`config.mk`:
```
export PLATFORM = sky130hd
export DESIGN_NAME = forward_hazard_unit
export DESIGN_NICKNAME = d
export VERILOG_FILES = /design/src/rtl/forward_pkg.sv /design/src/rtl/sat_counter.sv /design/src/rtl/forward_hazard_unit.sv
export SDC_FILE = /design/constraint.sdc
export NUM_CORES = 1
export LEC_CHECK = 0
export CORE_MARGIN = 5
export CORE_UTILIZATION = 38
export DETAILED_ROUTE_END_ITERATION = 6
export HOLD_SLACK_MARGIN = 0.15
export PLACE_DENSITY = 0.65
export SLEW_MARGIN = 25
export SYNTH_ARGS = -nofsm -noshare
export SYNTH_HDL_FRONTEND = slang
export SYNTH_HIERARCHICAL = 1
export SYNTH_SLANG_ARGS = --single-unit
```
`constraint.sdc`:
```
create_clock -name clk -period 3.2 [get_ports clk]
set_input_delay 0.64 -clock clk [delete_from_list [all_inputs] [get_ports clk]]
set_output_delay 0.64 -clock clk [all_outputs]
set_load 0.02 [all_outputs]
```
`src/rtl/forward_pkg.sv`:
```
// Shared types for the decode-side forwarding/hazard unit: slot records,
// forward-select encoding and the source-match rule.
package forward_pkg;

  localparam int REG_ADDR_W = 5;

  typedef enum logic [1:0] {
    FWD_REGFILE = 2'b00,
    FWD_EX_MEM  = 2'b01,
    FWD_MEM_WB  = 2'b10
  } fwd_sel_t;

  typedef struct packed {
    logic                  valid;
    logic [REG_ADDR_W-1:0] rd;
    logic                  regWrite;
    logic                  memRead;
  } slot_t;

  localparam slot_t BUBBLE_SLOT = '{valid: 1'b0, rd: '0, regWrite: 1'b0, memRead: 1'b0};

  // x0 is hardwired, so a producer of x0 never matches a consumer.
  function automatic logic slot_match(slot_t s, logic [REG_ADDR_W-1:0] src, logic uses);
    return s.valid && s.regWrite && (s.rd == src) && (s.rd != '0) && uses;
  endfunction

  // Youngest producer wins; WB-distance producers go through the write-first regfile.
  function automatic fwd_sel_t pick_fwd(slot_t ex, slot_t mem, logic [REG_ADDR_W-1:0] src,
                                        logic uses);
    if (slot_match(ex, src, uses))       return FWD_EX_MEM;
    else if (slot_match(mem, src, uses)) return FWD_MEM_WB;
    else                                 return FWD_REGFILE;
  endfunction

endpackage

```
`src/rtl/sat_counter.sv`:
```
// Saturating up-counter with async active-high reset; sticks at all-ones.
module sat_counter #(
  parameter int W = 16
) (
  input  logic         clk,
  input  logic         reset,
  input  logic         inc,
  output logic [W-1:0] count
);

  always_ff @(posedge clk or posedge reset) begin
    if (reset)                     count <= '0;
    else if (inc && (count != '1)) count <= count + 1'b1;
  end

endmodule

```
`src/rtl/forward_hazard_unit.sv`:
```
// Decode-side shadow of EX/MEM/WB destinations: registered forward selects for EX,
// combinational load-use stall / branch flush controls, and event counters.
module forward_hazard_unit
  import forward_pkg::*;
#(
  parameter int REG_ADDR_WIDTH = REG_ADDR_W,
  parameter int COUNT_WIDTH    = 16
) (
  input  logic                      clk,
  input  logic                      reset,
  input  logic                      idValid,
  input  logic [REG_ADDR_WIDTH-1:0] idRs1,
  input  logic [REG_ADDR_WIDTH-1:0] idRs2,
  input  logic                      idUsesRs1,
  input  logic                      idUsesRs2,
  input  logic [REG_ADDR_WIDTH-1:0] idRd,
  input  logic                      idRegWrite,
  input  logic                      idMemRead,
  input  logic                      exBranchTaken,
  output logic [1:0]                forwardSelect1,
  output logic [1:0]                forwardSelect2,
  output logic                      pcWrite,
  output logic                      ifIdWrite,
  output logic                      idExBubble,
  output logic                      ifIdFlush,
  output logic [COUNT_WIDTH-1:0]    stallCount,
  output logic [COUNT_WIDTH-1:0]    flushCount
);

  slot_t    ex_slot, mem_slot, wb_slot;
  fwd_sel_t fsel1, fsel2;
  logic [REG_ADDR_W-1:0] rs1, rs2, rd;
  logic     ex_hit1, ex_hit2, load_use, flush, issue;

  assign rs1 = REG_ADDR_W'(idRs1);
  assign rs2 = REG_ADDR_W'(idRs2);
  assign rd  = REG_ADDR_W'(idRd);

  assign ex_hit1  = slot_match(ex_slot, rs1, idUsesRs1);
  assign ex_hit2  = slot_match(ex_slot, rs2, idUsesRs2);
  assign flush    = exBranchTaken;
  // A taken branch squashes the consumer anyway, so it masks the stall.
  assign load_use = idValid && ex_slot.memRead && (ex_hit1 || ex_hit2) && !exBranchTaken;
  assign issue    = idValid && !load_use && !flush;

  assign pcWrite    = !load_use;
  assign ifIdWrite  = !load_use;
  assign idExBubble = load_use || flush;
  assign ifIdFlush  = flush;

  always_ff @(posedge clk or posedge reset) begin
    if (reset) begin
      ex_slot  <= BUBBLE_SLOT;
      mem_slot <= BUBBLE_SLOT;
      wb_slot  <= BUBBLE_SLOT;
      fsel1    <= FWD_REGFILE;
      fsel2    <= FWD_REGFILE;
    end else begin
      wb_slot  <= mem_slot;
      mem_slot <= ex_slot;
      if (issue) begin
        ex_slot <= '{valid: 1'b1, rd: rd, regWrite: idRegWrite, memRead: idMemRead};
        fsel1   <= pick_fwd(ex_slot, mem_slot, rs1, idUsesRs1);
        fsel2   <= pick_fwd(ex_slot, mem_slot, rs2, idUsesRs2);
      end else begin
        ex_slot <= BUBBLE_SLOT;
        fsel1   <= FWD_REGFILE;
        fsel2   <= FWD_REGFILE;
      end
    end
  end

  assign forwardSelect1 = fsel1;
  assign forwardSelect2 = fsel2;

  sat_counter #(.W(COUNT_WIDTH)) u_stall_cnt (
    .clk(clk), .reset(reset), .inc(load_use), .count(stallCount)
  );

  sat_counter #(.W(COUNT_WIDTH)) u_flush_cnt (
    .clk(clk), .reset(reset), .inc(flush), .count(flushCount)
  );

endmodule

```
==> results of run 1 <==
worst register-to-register path: cells and delay by family, from the launching register on:
kind | cells | cell delay [ns]
AOI/OAI and AO/OA | 1 | 0.24
xor gates and xnor gates | 1 | 0.19
buffers and inverters | 1 | 0.18
DFF | 1 | 0.43
muxes | 1 | 0.34
and+or+nand+nor | 6 | 1.17
cells by family after synthesis:
| kind of cell | after synthesis |
|---|---|
| xor+xnor | 42 |
| simple gates | 105 |
| compound gates | 12 |
| buf+inv | 8 |
| flops | 51 |
| mux | 6 |
| fa+ha+maj | 2 |
placed cells by master, fill, tap and decap left out, types with 2 or more instances in the layout:
cell type	count
and2_1	3
nand4_2	2
and4_1	6
nand4_4	2
dfrtp_1	51
nor2_1	16
a21oi_1	4
nand2_2	2
clkbuf_8	6
nor4_1	6
buf_2	2
xnor2_1	26
a2111oi_0	2
ha_1	2
buf_4	16
mux2i_1	2
and3_2	2
mux2_2	4
o21a_1	2
and4_2	2
nand3_1	18
nand4_1	10
clkdlybuf4s50_1	59
nor4_4	2
nand2_1	20
nand2b_1	3
and3_1	8
inv_1	4
xor2_1	16
through the flow:
step	total power [mW]	setup TNS [ns]
floorplan	0.9496	0
global placement	1.114	-1.341
detailed placement	1.120	-1.782
CTS	1.587	0
global route	1.652	0
finish	1.566	0
per-layer routing:
| layer | vias to the layer above | wire, um | global-route usage |
|---|---|---|---|
| met5 | - | 0 | 0 |
| met4 | 0 | 65 | 0.03667 |
| met3 | 7 | 297 | 0.03388 |
| met2 | 52 | 2492 | 0.2136 |
| met1 | 934 | 2592 | 0.1903 |
| li1 | 972 | - | - |
power breakdown:
| group | switching [mW] | internal (mW) |
|---|---|---|
| logic | 0.158 | 0.173 |
| registers | 0.0787 | 0.696 |
| clock network | 0.208 | 0.253 |
| total | 0.444 | 1.12 |
what timing repair did:
action | in CTS | in global routing
hold endpoints to repair | 0 | 0
endpoints found under the setup margin | 3 | 3
gates resized for setup | 9 | 3
pin swaps | 0 | 3
setup buffers | 0 | 1
path summary, 6_finish.rpt:
check,start,end,slack (ns),cells past startpoint
worst max-delay path,idRs2[3],pcWrite,0.18,8
worst min-delay path,ex_slot[7],mem_slot[7],0.44,0
worst max register to register,ex_slot[5],u_stall_cnt/count[14],0.56,10
worst min register to register,ex_slot[7],mem_slot[7],0.44,0
max in group asynchronous,reset,ex_slot[6],1.91,2
min in group asynchronous,reset,u_stall_cnt/count[7],0.78,2
area by class of cell:
type	instances	area (um2)
flip-flops and latches	51	1276
inverters	4	15.01
fillers	555	2947
clock inverters	2	35.03
repair buffers	78	725.7
well taps	77	96.34
multi-input cells	167	1209
clock buffers	6	82.58
flip-flops by register name (all words and copies together) (netlist names):
signal	flops
ex_slot	8
forwardSelect1	2
forwardSelect2	2
mem_slot	7
u_flush_cnt/count	16
u_stall_cnt/count	16
==> impl_metrics.csv, run 1 <==
group,metric,value,unit
logic_synthesis,yosys.cell_count.top_type,"dfrtp_1",
global_route,overflow,0,
cells_and_area,final_nets,332,
logic_synthesis,async_reset_ff_frac,1.000,
placed_design,place_ws,-0.3265,ns
clock_tree,clkSinkCount,51,
setup_path,critPathKind,"input pin to output port",
global_route,grt_pass1_vias,2030,
placed_design,hpwl,4184,um
sta,period_share,0.9442,
clock_tree,clockBufferDepth,2,
global_route,grt_pass1_wl,9577,um
logic_synthesis,yosysTopAreaCellShare,0.5067,
global_route,track_usage,0.1371,
global_route,antenna_found_initial,0,
placed_design,placed_cell_area,3324,um2
min_path,hold_class,"flip-flop to flip-flop",
logic_synthesis,synth_ff_type,"dfrtp_1",
logic_synthesis,synth_compound_area_frac,0.03875,
clock_tree,ctsHtreeMaxLevel,2,
sta,slew-limit-headroom,0.5187,
sta,final.min_clock_period,3.022,ns
setup_path,cp_max_fo,6,
logic_synthesis,ys_seq_area_frac,0.5067,
sta,worst_slew_pin_slew,0.7211,ns
setup_path,path_cells,"clkdlybuf4s50_1 -> xor2_1 -> nor4_1 -> nand3_1 -> a211oi_2 -> buf_4 -> nand2_1 -> buf_2",
sta,fin_skew,0.007287,ns
logic_synthesis,ys_ff_latch,51,
sta,fmax,331.0,MHz
logic_synthesis,yosysTopAreaCell,"dfrtp_1",
clock_tree,cts-root-buf,"clkbuf_8",
setup_path,path_delay_family,"buffers and inverters",
sta,worst_slack,0.1785,ns
logic_synthesis,synth_xor_area_frac,0.1461,
route,via_per_inst,5.104,
clock_tree,ctsHoldBuffers,0,
logic_synthesis,ys.warnings.count,6,
logic_synthesis,synth_nets,251,
setup_path,endpoint_kind,"output port",
route,drc_errors,0,
sta,rsz0062_at_grt,"no",
cells_and_area,final_cells,385,
route,drt_iter0_markers,90,
cells_and_area,final_design_area_no_fill,3440,um2
route,ant_nets,0,
setup_path,crit_required,2.56,ns
floorplanning,num_rows,29,
route,num_vias,1965,
logic_synthesis,synth_top_family_by_area,"simple AND/OR/NAND/NOR gates",
run,maxCapViolCount,0,
route,drtPass1Iterations,4,
cells_and_area,final_layout_size_suffix_gt1_frac,0.1494,
setup_path,start_kind,"input pin",
logic_synthesis,synth_edf_count,0,
placed_design,gp_congestion,0.8561,
power,ir_drop,0.5155,mV
logic_synthesis,synth.area.top_cells,"dfrtp_1 (51%), xnor2_1 (9.0%), xor2_1 (5.6%), nand3_1 (3.6%), nand2_1 (3.0%)",
setup_path,cp_slowest_stage_delay,0.44,ns
logic_synthesis,synth.avg_cell_area,11.14,um2
logic_synthesis,synthMuxAreaShare,0.02583,
logic_synthesis,synth_area,2519,um2
outcome,run_status,"complete, no violations",
clock_tree,clkLatencyLatePin,0.30,ns
power,power.density,455.4,nW/um2
logic_synthesis,synthAdderAreaFrac,0.009935,
global_route,grt_max_degree,20,
cells_and_area,area_delta_synth_final,36.56,%
placed_design,port_buffers,62,
route,wl_per_cell,14.15,um
clock_tree,cts.clk_slew.worst_paths,0.09,ns
sta,setup_violations,0,
clock_tree,cts_buffers,5,
floorplanning,die_width,91.41,um
cells_and_area,fin_util,0.5386,
sta,final_hold_viol_count,0,
floorplanning,io_pins,63,
setup_path,critPathArrivalTime,2.38,ns
floorplanning,core-area,6386,um2
clock_tree,tritoncts,"built",
sta,slew_viol_final,0,
sta,hold_slack,0.4396,ns
setup_path,cpMaxStageDelayCell,"clkdlybuf4s50_1",
power,p_leak,1.543,nW
cells_and_area,diodes,0,
logic_synthesis,synthSimpleGateAreaFrac,0.2573,
placed_design,placed_cells,376,
logic_synthesis,yosysUniqueCellTypes,35,
logic_synthesis,synth_common_cells,"dfrtp_1 (51), xnor2_1 (26), nand2_1 (20)",
setup_path,critPathBufInv,3,
logic_synthesis,syn_inst,226,
route,wirelength,5448,um
floorplanning,chipHeight,91.41,um
floorplanning,die_area,8356,um2
floorplanning,start_util,0.3944,
(Power assumes the default switching activity.)
==> inputs of run 2 (changes only) <==
- DONT_BUFFER_PORTS: not set -> 1
- PLACE_DENSITY: 0.65 -> 0.53
- SYNTH_HIERARCHICAL: 1 -> not set
==> run 2 against run 1 <==
Compared with the run above: clock skew up 0.0033 ns; synthesized cell count down 5.3%; sequential power up 4.6%; critical path type is now flip-flop to output port; global-route usage down 1.1 points; die area down 1.5%; worst setup slack better by 0.30 ns; total power down 12%; count of clock-buffer cells in the layout down 1; routed wire length down 8.8%; highest routed layer is now met5; worst hold slack worse by 0.086 ns.
==> impl_metrics.csv, run 2 <==
group,metric,value,unit
outcome,run_status,"complete, no violations",
logic_synthesis,ys_ff_latch,51,
route,drtPass1Iterations,4,
global_route,grt_max_degree,38,
floorplanning,chipHeight,90.70,um
global_route,grt_pass1_wl,8335,um
setup_path,critPathKind,"flip-flop to output port",
sta,hold_slack,0.3535,ns
logic_synthesis,synth_edf_count,0,
power,power.total,1.378,mW
setup_path,critPathArrivalTime,2.08,ns
route,num_vias,1559,
sta,slew_viol_final,0,
sta,final.min_clock_period,2.719,ns
sta,tns,0,ns
logic_synthesis,ys_seq_area_frac,0.5157,
cells_and_area,final_layout_size_suffix_gt1_frac,0.1273,
placed_design,placed_cells,289,
cells_and_area,final_cells,297,
clock_tree,ctsHtreeMaxLevel,2,
logic_synthesis,synth_nets,239,
floorplanning,io_pins,63,
floorplanning,core-area,6350,um2
clock_tree,clkLatencyLatePin,0.30,ns
cells_and_area,final_common_cell,"dfrtp_1",
placed_design,gp_congestion,0.7870,
logic_synthesis,async_reset_ff_frac,1.000,
clock_tree,tritoncts,"built",
clock_tree,ctsHoldBuffers,0,
global_route,antenna_found_initial,1,
cells_and_area,final_nets,244,
cells_and_area,area_delta_synth_final,7.685,%
sta,slew-limit-headroom,0.3796,
placed_design,place_ws,0.7913,ns
logic_synthesis,syn_inst,214,
sta,worst_slew_pin_slew,0.9244,ns
floorplanning,die_width,90.70,um
sta,worst_slack,0.4812,ns
clock_tree,cts-root-buf,"clkbuf_8",
power,switching_share,0.2826,
route,wl_per_cell,16.73,um
logic_synthesis,yosysTopAreaCellShare,0.5157,
min_path,hold_class,"input pin to async pin",
sta,fmax,367.8,MHz
power,p_leak,1.229,nW
route,ant_nets,0,
sta,final_hold_viol_count,0,
sta,setup_violations,0,
route,drc_errors,0,
power,p_seq_frac,0.589,
clock_tree,postCtsSetupBuffers,0,
setup_path,endpoint_kind,"output port",
power,internal-power,0.9883,mW
setup_path,cp_max_fo,4,
logic_synthesis,yosysUniqueCellTypes,44,
logic_synthesis,synth.avg_cell_area,11.56,um2
route,via_per_inst,5.249,
global_route,grt_pass1_vias,1607,
cells_and_area,reg_top3,"u_flush_cnt.count (16), u_stall_cnt.count (16), ex_slot (8)",
cells_and_area,regArea,1276,um2
setup_path,start_kind,"flip-flop",
cells_and_area,diodes,0,
logic_synthesis,ys.warnings.count,0,
floorplanning,num_rows,29,
logic_synthesis,yosysTopAreaCell,"dfrtp_1",
power,power.density,516.9,nW/um2
power,p_switching,0.3893,mW
clock_tree,cts.clk_slew.worst_paths,0.09,ns
logic_synthesis,synth_common_cells,"dfrtp_1 (51), xor2_1 (25), xnor2_1 (21)",
logic_synthesis,synth.area.top_cells,"dfrtp_1 (52%), xor2_1 (8.8%), xnor2_1 (7.4%), nand4_1 (2.8%), nand3_1 (2.4%)",
global_route,track_usage,0.1259,
power,ir_drop,0.3140,mV
logic_synthesis,yosys.cell_count.top_type,"dfrtp_1",
clock_tree,cts_buffers,5,
logic_synthesis,synth_area,2475,um2
placed_design,hpwl,3758,um
clock_tree,clockBufferDepth,2,
route,drt_iter0_markers,38,
floorplanning,start_util,0.3898,
power,combPwrFrac,0.086,
global_route,overflow,0,
floorplanning,die_area,8226,um2
logic_synthesis,synth_ff_type,"dfrtp_1",
cells_and_area,fin_util,0.4197,
placed_design,port_buffers,0,
route,wirelength,4968,um
setup_path,crit_required,2.56,ns
power,pwr-share-clk,0.325,
cells_and_area,fillers,616,
cells_and_area,final_design_area_no_fill,2665,um2
sta,fin_skew,0.01054,ns
run,maxCapViolCount,0,
cells_and_area,mostFrequentLayoutCells,"dfrtp_1 (51), xor2_1 (25), xnor2_1 (21)",
clock_tree,clkSinkCount,51,
sta,period_share,0.8496,
sta,rsz0062_at_grt,"no",
placed_design,placed_cell_area,2552,um2
cells_and_area,multi_input_area,1150,um2
clock_tree,cts_resized,0,
-- run 2: changes by cell type after synthesis, moves of 5 or more --
cell     before  now
xor2_1       16   25
nand2_1      20   13
nand3_1      18   12
and2_1        3    8
xnor2_1      26   21
-- run 2: kinds of logic after synthesis --
| kind of cell | after synthesis | synth area share |
|---|---|---|
| AND/OR/NAND/NOR | 88 | 0.2118 |
| flip-flops | 51 | 0.5157 |
| XOR/XNOR | 46 | 0.1628 |
| AO/OA/AOI/OAI | 16 | 0.06623 |
| buffers and inverters | 8 | 0.01971 |
| multiplexers | 3 | 0.01365 |
| adder cells (fa/ha/maj) | 2 | 0.01011 |
-- run 2: worst max-delay path, cell delays in order (launching register included) --
cell and delay [ns]:
dfrtp_1 0.44, or4_4 0.58, o211a_4 0.26, o21ai_1 0.49
-- run 2: worst paths after layout --
path / startpoint / endpoint / slack, ns / cells after the start
max in group asynchronous: reset / u_flush_cnt.count[14] / 2.22 / 2
min reg2reg: ex_slot[1] / mem_slot[1] / 0.40 / 0
min: reset / u_flush_cnt.count[2] / 0.35 / 1
max: ex_slot[3] / ifIdWrite / 0.48 / 3
min in group clk: ex_slot[1] / mem_slot[1] / 0.40 / 0
max reg2reg: u_stall_cnt.count[0] / u_stall_cnt.count[1] / 0.88 / 6
-- run 2: routing by layer --
metal / track usage / vias to the layer above / routed length, um
li1: - / 758 / -
met1: 0.1709 / 748 / 2254
met2: 0.1810 / 42 / 2231
met3: 0.05500 / 9 / 400
met4: 0.03722 / 2 / 73
met5: 0 / - / 7
-- run 2: cell type report --
type	instances	share of cell area
Clock buffer	5	0.02582
Tap cell	77	0.03615
Clock inverter	3	0.01643
Multi-Input combinational cell	155	0.4315
Timing Repair Buffer	2	0.005634
Sequential cell	51	0.4789
Inverter	4	0.005634
-- run 2: power by group through the flow --
stage / combinational [mW] / sequential [mW] / clock, mW
after CTS: 0.122 / 0.812 / 0.468
after floorplan: 0.105 / 0.805 / 0
after detailed placement: 0.123 / 0.825 / 0
after global placement: 0.120 / 0.824 / 0
final: 0.119 / 0.811 / 0.448
after global routing: 0.136 / 0.823 / 0.502
==> inputs of run 3 (changes only) <==
- clock period: 3.2 -> 2.7 ns (I/O delays scaled with it)
==> run 3 against run 2 <==
Compared with the run above: worst hold slack lost 0.19 ns; clock power grew 40%; critical endpoint unchanged; via count grew 0.96%; worst setup slack lost 0.39 ns; largest power group unchanged; utilization grew 0.61 points; global-route usage shrank 0.18 points; register-to-register slack lost 0.28 ns; critical path depth is the same; count of clock-buffer cells in the layout is the same; non-clock buffer count is the same; sequential cell count is the same.
==> impl_metrics.csv, run 3 (synthesis results as in run 2) <==
group,metric,value,unit
sta,fin_skew,0.004703,ns
global_route,grt_max_degree,28,
clock_tree,cts_buffers,5,
sta,worst_slew_pin_slew,0.9089,ns
power,power.total,1.730,mW
outcome,run_status,"complete, no violations",
setup_path,endpoint_kind,"output port",
global_route,track_usage,0.1241,
setup_path,cp_slowest_stage_delay,0.58,ns
clock_tree,cts_resized,0,
setup_path,r2r-start,"ex_slot[3]",
floorplanning,start_util,0.3898,
floorplanning,io_pins,63,
sta,final_hold_viol_count,0,
sta,period_share,0.9657,
global_route,grt_pass1_vias,1584,
clock_tree,clkSinkCount,51,
floorplanning,num_rows,29,
clock_tree,clockBufferDepth,2,
cells_and_area,final_layout_size_suffix_gt1_frac,0.1273,
setup_path,critPathKind,"flip-flop to output port",
sta,final.min_clock_period,2.607,ns
clock_tree,cts.clk_slew.worst_paths,0.09,ns
floorplanning,chipHeight,90.70,um
setup_path,path_cells,"or4_4 -> o211a_4 -> o21ai_1",
setup_path,cpMaxStageDelayCell,"or4_4",
setup_path,start_kind,"flip-flop",
cells_and_area,final_design_area_no_fill,2704,um2
clock_tree,ctsHtreeMaxLevel,2,
setup_path,critPathBufInv,0,
clock_tree,tritoncts,"built",
clock_tree,cts-root-buf,"clkbuf_8",
cells_and_area,mostFrequentLayoutCells,"dfrtp_1 (51), xor2_1 (25), xnor2_1 (21)",
sta,slew-limit-headroom,0.3900,
global_route,antenna_found_initial,1,
clock_tree,ctsHoldBuffers,0,
sta,slew_viol_final,0,
placed_design,place_ws,0.4112,ns
cells_and_area,reg_top3,"u_flush_cnt.count (16), u_stall_cnt.count (16), ex_slot (8)",
cells_and_area,final_nets,244,
route,wl_per_cell,16.63,um
global_route,overflow,0,
route,via_per_inst,5.282,
placed_design,placed_cells,289,
power,ir_drop,0.3865,mV
global_route,grt_pass1_wl,8211,um
floorplanning,core-area,6350,um2
placed_design,port_buffers,0,
route,wirelength,4957,um
route,drc_errors,0,
clock_tree,clkLatencyLatePin,0.30,ns
run,maxCapViolCount,0,
placed_design,hpwl,3757,um
floorplanning,die_width,90.70,um
setup_path,worstReg2RegEnd,"u_stall_cnt.count[14]",
setup_path,rr_worst_depth,5,
clock_tree,postCtsSetupBuffers,0,
sta,rsz0062_at_grt,"no",
setup_path,cp_max_fo,4,
power,p_leak,1.240,nW
setup_path,critPathArrivalTime,2.07,ns
route,num_vias,1574,
placed_design,placed_cell_area,2565,um2
floorplanning,die_area,8226,um2
sta,tns,0,ns
setup_path,path_delay_family,"compound AO/OA/AOI/OAI gates",
sta,fmax,383.5,MHz
route,ant_nets,0,
placed_design,gp_congestion,0.7899,
sta,setup_violations,0,
setup_path,r2r_setup_slack,0.60,ns
route,drtPass1Iterations,4,
cells_and_area,area_delta_synth_final,9.252,%
cells_and_area,final_common_cell,"dfrtp_1",
min_path,hold_class,"input pin to async pin",
cells_and_area,final_cells,298,
setup_path,crit_required,2.16,ns
power,power.density,640.0,nW/um2
sta,worst_slack,0.09260,ns
route,drt_iter0_markers,81,
run 3: power by group:
group	leakage [nW]	total, mW	internal, mW	switching (mW)
clock network	0.0644	0.628	0.370	0.258
registers	0.687	0.960	0.820	0.140
logic	0.489	0.142	0.0762	0.0659
run 3: layer usage:
| metal | GRT usage | part of all wire | wire length (um) |
|---|---|---|---|
| met5 | 0 | 0 | 0 |
| met2 | 0.1864 | 0.45 | 2244 |
| met4 | 0.03722 | 0.013 | 65 |
| met3 | 0.05500 | 0.080 | 397 |
| met1 | 0.1605 | 0.45 | 2250 |
run 3: final cells by class:
| cell class | count | area [um2] |
|---|---|---|
| timing repair buffer | 2 | 27.53 |
| fill | 595 | 3646 |
| tap | 77 | 96.34 |
| clock inverter | 3 | 67.56 |
| multi-input combinational | 155 | 1150 |
| antenna | 1 | 2.502 |
| clock buffer | 5 | 68.82 |
| sequential | 51 | 1276 |
| inverter | 4 | 15.01 |
run 3: worst max-delay path by stage:
stage,start,to,slack (ns),depth (start not counted)
6_report,ex_slot[3],ifIdWrite,0.09,3
2_1_floorplan,idRs1[1],pcWrite,0.37,4
5_1_grt,ex_slot[3],ifIdWrite,0.007,3
4_1_cts,ex_slot[3],ifIdWrite,0.06,3
3_3_place_gp,ex_slot[3],pcWrite,0.43,3
3_5_place_dp,ex_slot[3],ifIdWrite,0.41,3
run 3: metrics by stage:
stage / utilization / hold WS, ns
after global placement: 0.4039 / 0.3986
final: 0.4258 / 0.1675
after global routing: 0.4254 / 0.2034
after CTS: 0.4254 / 0.1791
after floorplan: - / 0.3670
after detailed placement: 0.4039 / 0.4020
